[config.mk]
export PLATFORM = sky130hd
export DESIGN_NAME = uart_rx_flat
export DESIGN_NICKNAME = d
export VERILOG_FILES = /design/src/rtl/uart_rx_if.sv /design/src/rtl/uart_rx.sv /design/src/flat_wrapper.sv
export SDC_FILE = /design/constraint.sdc
export NUM_CORES = 1
export LEC_CHECK = 0
export ABC_AREA = 1
export BUFFER_PORTS_ARGS = -buffer_cell sky130_fd_sc_hd__buf_2
export CORE_ASPECT_RATIO = 1.1
export CORE_MARGIN = 10
export CORE_UTILIZATION = 41
export CTS_CLUSTER_DIAMETER = 40
export DETAILED_ROUTE_END_ITERATION = 7
export GPL_TIMING_DRIVEN = 0
export PLACE_DENSITY_LB_ADDON = 0.15
export SYNTH_ARGS = -nofsm -noshare
export SYNTH_HDL_FRONTEND = slang
export SYNTH_SLANG_ARGS = --single-unit
[constraint.sdc]
create_clock -name tx_clk -period 1.8 [get_ports tx_clk]
set_clock_uncertainty 0.15 [all_clocks]
set_input_delay 0.09 -clock tx_clk [delete_from_list [all_inputs] [get_ports tx_clk]]
set_output_delay 0.09 -clock tx_clk [all_outputs]
set_load 0.01 [all_outputs]
[src/rtl/uart_rx_if.sv]
// Receive-side handshake and status bundle of the uart_rx block.
// The receiver drives data/status and samples rx_ready from the consumer.
interface uart_rx_if;
    logic [7:0] rx_data;
    logic       rx_valid;
    logic       rx_ready;
    logic       rx_done;
    logic       parity_err;
    logic       frame_err;
    logic       overrun;

    modport master (
        output rx_data, rx_valid, rx_done, parity_err, frame_err, overrun,
        input  rx_ready
    );

    modport slave (
        input  rx_data, rx_valid, rx_done, parity_err, frame_err, overrun,
        output rx_ready
    );
endinterface

[src/rtl/uart_rx.sv]
// One-bit-per-clock UART receiver: start, 5-8 data bits LSB first, optional
// parity, 1 or 2 stop bits, with a one-entry holding register on the output.
module uart_rx #(
    parameter bit DROP_ERR = 1'b0
) (
    input  logic       tx_clk,
    input  logic       rst,
    input  logic       rx,
    input  logic [3:0] length,
    input  logic       parity_en,
    input  logic       parity_type,
    input  logic       stop2,
    uart_rx_if.master  bus
);

    localparam logic [2:0] IDLE      = 3'd0;
    localparam logic [2:0] DATA      = 3'd1;
    localparam logic [2:0] PARITY    = 3'd2;
    localparam logic [2:0] STOP1     = 3'd3;
    localparam logic [2:0] STOP2     = 3'd4;
    localparam logic [2:0] WAIT_HIGH = 3'd5;

    logic [2:0] state_reg, state_next;
    logic [2:0] bit_cnt_reg;
    logic [7:0] shift_reg;
    logic [3:0] len_reg;
    logic       par_en_reg, par_type_reg, stop2_reg;
    logic       perr_reg, ferr_reg;

    logic [7:0] hold_data_reg;
    logic       hold_valid_reg, hold_perr_reg, hold_ferr_reg, overrun_reg;
    logic       done_reg;
    logic       drop_flag_reg, drop_perr_reg, drop_ferr_reg;

    logic       len_bad, start_bad;
    logic [2:0] last_idx;
    logic [7:0] data_mask;
    logic       par_calc, par_exp;
    logic       complete, frame_perr, frame_ferr, load, xfer;

    // An illegal length is received as a full 8-bit frame
    assign len_bad   = (len_reg < 4'd5) || (len_reg > 4'd8);
    assign start_bad = (length < 4'd5) || (length > 4'd8);
    assign last_idx  = len_bad ? 3'd7 : 3'(len_reg - 4'd1);

    generate
        for (genvar gi = 0; gi < 8; gi++) begin : g_mask
            assign data_mask[gi] = len_bad || (len_reg > 4'(gi));
        end
    endgenerate

    assign par_calc   = ^(shift_reg & data_mask);
    assign par_exp    = par_type_reg ? par_calc : ~par_calc;

    assign complete   = ((state_reg == STOP1) && !stop2_reg) || (state_reg == STOP2);
    assign frame_perr = perr_reg;
    assign frame_ferr = ferr_reg | ~rx;
    assign load       = complete && !(DROP_ERR && (frame_perr || frame_ferr));
    assign xfer       = hold_valid_reg && bus.rx_ready;

    always_comb begin
        state_next = state_reg;
        case (state_reg)
            IDLE:      if (!rx) state_next = DATA;
            DATA:      if (bit_cnt_reg == last_idx) state_next = par_en_reg ? PARITY : STOP1;
            PARITY:    state_next = STOP1;
            STOP1:     if (stop2_reg) state_next = STOP2;
                       else           state_next = frame_ferr ? WAIT_HIGH : IDLE;
            STOP2:     state_next = frame_ferr ? WAIT_HIGH : IDLE;
            WAIT_HIGH: if (rx) state_next = IDLE;
            default:   state_next = IDLE;
        endcase
    end

    always_ff @(posedge tx_clk) begin
        if (rst) begin
            state_reg      <= IDLE;
            bit_cnt_reg    <= '0;
            shift_reg      <= '0;
            len_reg        <= '0;
            par_en_reg     <= 1'b0;
            par_type_reg   <= 1'b0;
            stop2_reg      <= 1'b0;
            perr_reg       <= 1'b0;
            ferr_reg       <= 1'b0;
            hold_data_reg  <= '0;
            hold_valid_reg <= 1'b0;
            hold_perr_reg  <= 1'b0;
            hold_ferr_reg  <= 1'b0;
            overrun_reg    <= 1'b0;
            done_reg       <= 1'b0;
            drop_flag_reg  <= 1'b0;
            drop_perr_reg  <= 1'b0;
            drop_ferr_reg  <= 1'b0;
        end else begin
            state_reg <= state_next;
            case (state_reg)
                IDLE: if (!rx) begin
                    len_reg      <= length;
                    par_en_reg   <= parity_en;
                    par_type_reg <= parity_type;
                    stop2_reg    <= stop2;
                    bit_cnt_reg  <= '0;
                    shift_reg    <= '0;
                    perr_reg     <= 1'b0;
                    ferr_reg     <= start_bad;
                end
                DATA: begin
                    shift_reg[bit_cnt_reg] <= rx;
                    bit_cnt_reg            <= bit_cnt_reg + 3'd1;
                end
                PARITY: perr_reg <= (rx != par_exp);
                STOP1:  if (!rx) ferr_reg <= 1'b1;
                default: ;
            endcase

            done_reg      <= complete;
            // A dropped frame shows its error flags for one cycle only
            drop_flag_reg <= complete && !load;
            drop_perr_reg <= frame_perr;
            drop_ferr_reg <= frame_ferr;

            if (load) begin
                hold_data_reg  <= shift_reg;
                hold_valid_reg <= 1'b1;
                hold_perr_reg  <= frame_perr;
                hold_ferr_reg  <= frame_ferr;
                overrun_reg    <= hold_valid_reg && !bus.rx_ready;
            end else if (xfer) begin
                hold_valid_reg <= 1'b0;
                hold_perr_reg  <= 1'b0;
                hold_ferr_reg  <= 1'b0;
                overrun_reg    <= 1'b0;
            end
        end
    end

    assign bus.rx_data    = hold_data_reg;
    assign bus.rx_valid   = hold_valid_reg;
    assign bus.rx_done    = done_reg;
    assign bus.parity_err = drop_flag_reg ? drop_perr_reg : hold_perr_reg;
    assign bus.frame_err  = drop_flag_reg ? drop_ferr_reg : hold_ferr_reg;
    assign bus.overrun    = overrun_reg;

endmodule

[src/flat_wrapper.sv]
// flat-port wrapper written by rule: the top's interface ports become plain ports
module uart_rx_flat 
#(
    parameter bit DROP_ERR = 1'b0
)
  (tx_clk, rst, rx, length, parity_en, parity_type, stop2, bus_rx_data, bus_rx_valid, bus_rx_done, bus_parity_err, bus_frame_err, bus_overrun, bus_rx_ready);
  uart_rx_if bus_i ();
  input  logic tx_clk;
  input  logic rst;
  input  logic rx;
  input  logic [3:0] length;
  input  logic parity_en;
  input  logic parity_type;
  input  logic stop2;
  output wire logic [$bits(bus_i.rx_data)-1:0] bus_rx_data;
  output wire logic [$bits(bus_i.rx_valid)-1:0] bus_rx_valid;
  output wire logic [$bits(bus_i.rx_done)-1:0] bus_rx_done;
  output wire logic [$bits(bus_i.parity_err)-1:0] bus_parity_err;
  output wire logic [$bits(bus_i.frame_err)-1:0] bus_frame_err;
  output wire logic [$bits(bus_i.overrun)-1:0] bus_overrun;
  input wire logic [$bits(bus_i.rx_ready)-1:0] bus_rx_ready;
  assign bus_rx_data = bus_i.rx_data;
  assign bus_rx_valid = bus_i.rx_valid;
  assign bus_rx_done = bus_i.rx_done;
  assign bus_parity_err = bus_i.parity_err;
  assign bus_frame_err = bus_i.frame_err;
  assign bus_overrun = bus_i.overrun;
  assign bus_i.rx_ready = bus_rx_ready;
  uart_rx #(.DROP_ERR(DROP_ERR)) u_core (.tx_clk(tx_clk), .rst(rst), .rx(rx), .length(length), .parity_en(parity_en), .parity_type(parity_type), .stop2(stop2), .bus(bus_i));
endmodule
---- After elaboration in Yosys (flattened, before gate mapping) ----
Index checks and enable logic that the tools add are counted.
W data, S select, Z words.
cells by class
  reduce and logical (&&, ||, !) cells .... 28
  equal/unequal tests ..................... 11
  $add $sub $neg .......................... 2
  multiplexer cells ....................... 26
  order comparisons ....................... 14
  bitwise logic cells ..................... 4
operator list
  cell                  number
  $mux W3               7
  $pmux W3 S6           1
  $gt A4 B3 Y1 const B  4
  $pmux W8 S2           1
  $logic_or A1 B1 Y1    11
  $mux W1               11
  $and A8 B8 Y8         1
  $bwmux W8             1
  $gt A4 B1 Y1 const B  2
  $gt A4 B2 Y1 const B  2
  $gt A4 B4 Y1 const B  2
  $lt A4 B3 Y1 const B  2
  $mux W8               1
  $reduce_bool A2 Y1    4
  $reduce_xor A8 Y1     1
  $eq A3 B2 Y1 const B  2
  $eq A3 B3 Y1 const B  2
  $ne A2 B2 Y1 const B  3
  $pmux W3 S2           1
  $reduce_and A2 Y1     3
  $reduce_and A3 Y1     2
  $logic_and A1 B1 Y1   4
  $lt A3 B4 Y1 const B  1
  $pmux W1 S2           2
  other kinds (12)      14
word-level totals
  register bits after elaboration ......... 36
  logic and storage cells ................. 100

---- Longest topological paths before layout ----
  word-level depth ........................ 9
  mapped depth ............................ 14
  depth with buffers taken out ............ 14

---- Worst setup path after synthesis ----
Ideal clock, no wire load.
  path type ............................... register to register
  start point ............................. register u_core.len_reg[0]
  end point ............................... register u_core.perr_reg (netlist: u_core.frame_perr)
  setup slack ............................. 0.088 ns
  period minus slack after synthesis ...... 1.712 ns
  library setup time ...................... 0.111 ns
  arrival time ............................ 1.451 ns
  buffers on the path ..................... 0
  required time ........................... 1.539 ns
  cell stages (with the launch flop) ...... 15
  cell sequence ........................... dfxtp_1 -> inv_1 -> ha_1 -> inv_1 -> nand3_1 -> nand2_1 -> nand2_1 -> nand2_1 -> nand2_1 -> nand2_1 -> nand2_1 -> nand3_1 -> nand2_1 -> nor2_1 -> nor2_1
between the ends
  longest elaborated chain between the ends .. 9
  elaborated cells between the ends (all ways) .. 25
  those cells by class .................... order compare: 10; eq/ne: 1; mux: 2; bitwise: 2; reduce/logical: 10
RTL lines
  element                                       RTL line        RTL
  start, declared                               uart_rx.sv:26   logic [3:0] len_reg;
  start signal, assigned                        uart_rx.sv:99   len_reg <= length;
  $lt A4 B3 Y1 or $gt A4 B4 Y1 (tied branches)  uart_rx.sv:42   assign len_bad = (len_reg < 4'd5) || (len_reg > 4'd8);
  $logic_or A1 B1 Y1                            uart_rx.sv:42
  $logic_or A1 B1 Y1                            uart_rx.sv:48   assign data_mask[gi] = len_bad || (len_reg > 4'(gi));
  $and A8 B8 Y8 (*)                             uart_rx.sv:52   assign par_calc = ^(shift_reg & data_mask);
  $reduce_xor A8 Y1 (*)                         uart_rx.sv:52
  $not A1 Y1                                    uart_rx.sv:53   assign par_exp = par_type_reg ? par_calc : ~par_calc;
  $mux W1 (*)                                   uart_rx.sv:53
  $ne A1 B1 Y1 (*)                              uart_rx.sv:112  PARITY: perr_reg <= (rx != par_exp);
  $pmux W1 S2 (*)                               uart_rx.sv:97   case (state_reg)
  end signal, assigned                          uart_rx.sv:112
  end, declared                                 uart_rx.sv:28   logic perr_reg, ferr_reg;
Mark *: on every way between the ends. The rest lies on a longest branch, timed or not.
A chain may end at the register's enable or synchronous reset.

---- Worst setup path after layout ----
  start point ............................. register u_core.len_reg[0]
  end point ............................... register u_core.state_reg[0]
between the ends
  longest elaborated chain between the ends .. 6
  elaborated cells between the ends (all ways) .. 8
  those cells by class .................... add/sub: 1; order compare: 2; eq/ne: 2; mux: 1; reduce/logical: 2
RTL lines
  element                                       RTL line       RTL
  $lt A4 B3 Y1 or $gt A4 B4 Y1 (tied branches)  uart_rx.sv:42
  $logic_or A1 B1 Y1                            uart_rx.sv:42
  $mux W3 (*)                                   uart_rx.sv:44  assign last_idx = len_bad ? 3'd7 : 3'(len_reg - 4'd1);
  $eq A3 B3 Y1 (*)                              uart_rx.sv:65  DATA: if (bit_cnt_reg == last_idx) state_next = par_en_reg ? PARITY : STOP1;
  $ne A2 B1 Y1 (no source line) (*)             --
  $reduce_and A3 Y1 (no source line) (*)        --
  end signal, assigned                          uart_rx.sv:96  state_reg <= state_next;
  end, declared                                 uart_rx.sv:23  logic [2:0] state_reg, state_next;
Marked as above.

==> results.yml <==
status:
  status: "completed"
layout:
  drive_gt1_share_pct: 23.5
  regArea_um2: 727
  multiInputGateArea_um2: 1060
  area_growth_pct: 27.1
  fillCellCount: 443
  final_area_um2: 2390
  diodes: 0
  fin_cells: 369
  fin_nets: 330
floorplan:
  core-area_um2: 4380
  fp.dieW_um: 84.6
  std_cell_rows: 25
  die_h_um: 91.1
  start_util_pct: 43.0
  ioPinCount: 24
  die_area_um2: 7710
critical_path:
  rrSetupSlack_ns: 0.01
  cp_data_required_time_ns: 1.84
  critPathSlowestCell: "dfxtp_4"
  path_buf_inv: 4
  r2r.worst_path.cells: 12
  cp_slowest_stage_delay_ns: 0.38
  crit_chain: "inv_6, ha_4, inv_2, nand3_4, nand2_4, buf_4, nand2_2, xor2_1, o21ai_2, nand3_1, nand2_1, inv_1"
  path_max_fanout: 5
  critPathLaunchType: "flop"
  crit_family: "simple AND/OR/NAND/NOR gates"
  end_kind: "flop"
  r2r_end: "u_core.state_reg[0]"
  arrival_ns: 1.83
  path_class: "flop to flop"
  r2r_start: "u_core.len_reg[0]"
logic_synthesis:
  synth_area_um2: 1880
  synth_top_area_share_pct: 38.2
  yosysTopAreaCell: "dfxtp_1"
  async_flop_share_pct: 0
  yosys-top-cells-count: "nand2_1 (67), dfxtp_1 (36), inv_1 (31)"
  ys_ff_latch: 36
  ys.flop_type: "dfxtp_1"
  yosysSeqAreaShare_pct: 38.2
  synth_most_common_cell: "nand2_1"
  syn_area_per_cell_um2: 6.98
  synth-edff-count: 0
  synth_cell_types: 32
  syn_inst: 270
  ys_warn_count: 0
  synth_area_leaders: "dfxtp_1 (38%), nand2_1 (13%), nand3_1 (7.2%)"
  syn_nets: 286
pwr:
  combPwrFrac_pct: 19.4
  p_int_mw: 1.40
  switchingPower_mw: 0.555
  switching_share_pct: 28.4
  p_leak_nw: 1.03
  clockPowerShare_pct: 36.1
  powerDensity_nw_per_um2: 815
  seqPwrFrac_pct: 44.5
  ir_drop_mv: 0.482
  finalPower_mw: 1.95
place:
  dp.cells: 346
  placed_cell_area_um2: 2060
  port_buffers: 22
  gp_congestion: 0.781
  hpwl_um: 3480
global_routing:
  grt_antenna_before_repair: 0
  grt_pass1_vias: 1654
  grt_pass1_wl_um: 7910
  grt_max_degree: 12
  grt_use_total_pct: 12.2
  grt_overflow: 0
drt:
  routed_wl_um: 4790
  dr.pass1.iters: 4
  drcViolationCount: 0
  routed-via-count: 1848
  drtIter0Drc: 80
  ant_nets: 0
  wl_per_cell_um: 13.0
  vias_per_cell: 5.01
run:
  cap_violations: 0
sta:
  fmax_mhz: 559
  rsz0062_at_grt: "yes"
  hold_violations: 0
  final_max_slew_viol_count: 0
  fin_setup_tns_ns: 0
  setup_violations: 0
  tightest_slew_ns: 0.524
  min_period_over_period_pct: 99.4
  min_period_ns: 1.79
  slew_headroom_pct: 65.0
clock_tree:
  clockBufferDepth: 2
  insertion_delay_ns: 0.29
  clkSinkCount: 36
  cts_tree: "yes"
  cts-root-buf: "clkbuf_8"
  cts_made_buffers: 5
  htreeDepth: 2
  clk_pin_slew_ns: 0.07
hold_path:
  hold_depth: 4
  hp-start: "rx"
  hold_class: "input pin to flop"
  min_to: "u_core.state_reg[2]"
## power by group through the flow
stage	Clock [mW]	Combinational, mW	Sequential, mW
final	0.705	0.378	0.868
after global routing	0.755	0.424	0.873
after CTS	0.725	0.315	0.865
after detailed placement	0	0.296	0.882
after global placement	0	0.293	0.882
after floorplan	0	0.213	0.880
## kinds of logic after synthesis
| family | synth area share (%) |
|---|---|
| AO/OA/AOI/OAI | 17.8 |
| XOR/XNOR | 1.39 |
| adder cells (fa/ha/maj) | 3.32 |
| buffers and inverters | 9.89 |
| flip-flops | 38.2 |
| AND/OR/NAND/NOR | 29.3 |
## layout make-up
type,count,share of cell area [%]
Multi-Input combinational cell,189,44.2
Sequential cell,36,30.4
Timing Repair Buffer,37,10.1
Inverter,36,6.06
Clock buffer,6,3.03
Tap cell,54,2.82
Buffer,9,1.93
Clock inverter,2,1.46
## worst register-to-register path: stages, from the launching register on
cell and delay [ns]:
dfxtp_4 0.38, inv_6 0.05, ha_4 0.16, inv_2 0.06, nand3_4 0.08, nand2_4 0.10, buf_4 0.12, nand2_2 0.04
xor2_1 0.14, o21ai_2 0.19, nand3_1 0.09, nand2_1 0.08, inv_1 0.03
## metrics by stage
step | setup slack [ns] | utilization [%] | hold slack (ns)
2_1_floorplan | 0.0875 | - | 0.104
3_5_place_dp | -0.255 | 47.1 | 0.220
4_1_cts | 0.00963 | 51.8 | 0.0301
3_3_place_gp | -0.250 | 47.1 | 0.217
5_1_grt | -0.0619 | 54.7 | 0.0734
6_report | 0.0101 | 54.7 | 0.0293
## per-layer routing
metal  global-route usage, %  share of wire, %  routed length, um
met1                    15.5                46               2220
met2                    19.0                45               2150
met3                    3.93               6.6                316
met4                    4.12               2.2                104
met5                       0                 0                  0
## repair_timing
action | 4_1_cts | 5_1_grt
hold buffers | 8 | 0
hold endpoints to repair | 11 | 0
setup buffers | 0 | 7
setup endpoints to repair | 3 | 15
pin swaps | 2 | 7
gates resized for setup | 8 | 18
## placed cells by master, fill, tap and decap left out, drive strengths merged, types with 5 or more instances in the layout
master       synthesis  layout
buf                  4      33
a21oi               28      28
clkbuf               5      11
nor2                19      19
o21ai               23      23
nor3                 9       9
dlygate4sd3          0       8
inv                 36      36
dfxtp               36      36
ha                   5       5
nand2               67      67
nand3               27      27
## worst max path at each step
stage / start / end / slack, ns / depth (start not counted)
final: u_core.len_reg[0] / u_core.state_reg[0] / 0.01 / 12
after global routing: u_core.len_reg[0] / u_core.state_reg[0] / -0.06 / 12
after CTS: u_core.len_reg[0] / u_core.frame_perr / 0.01 / 14
after detailed placement: u_core.len_reg[0] / u_core.state_reg[0] / -0.26 / 11
after global placement: u_core.len_reg[0] / u_core.state_reg[0] / -0.25 / 11
after floorplan: u_core.len_reg[0] / u_core.frame_perr / 0.09 / 14
Note: power is estimated with default switching activity, not from simulation.
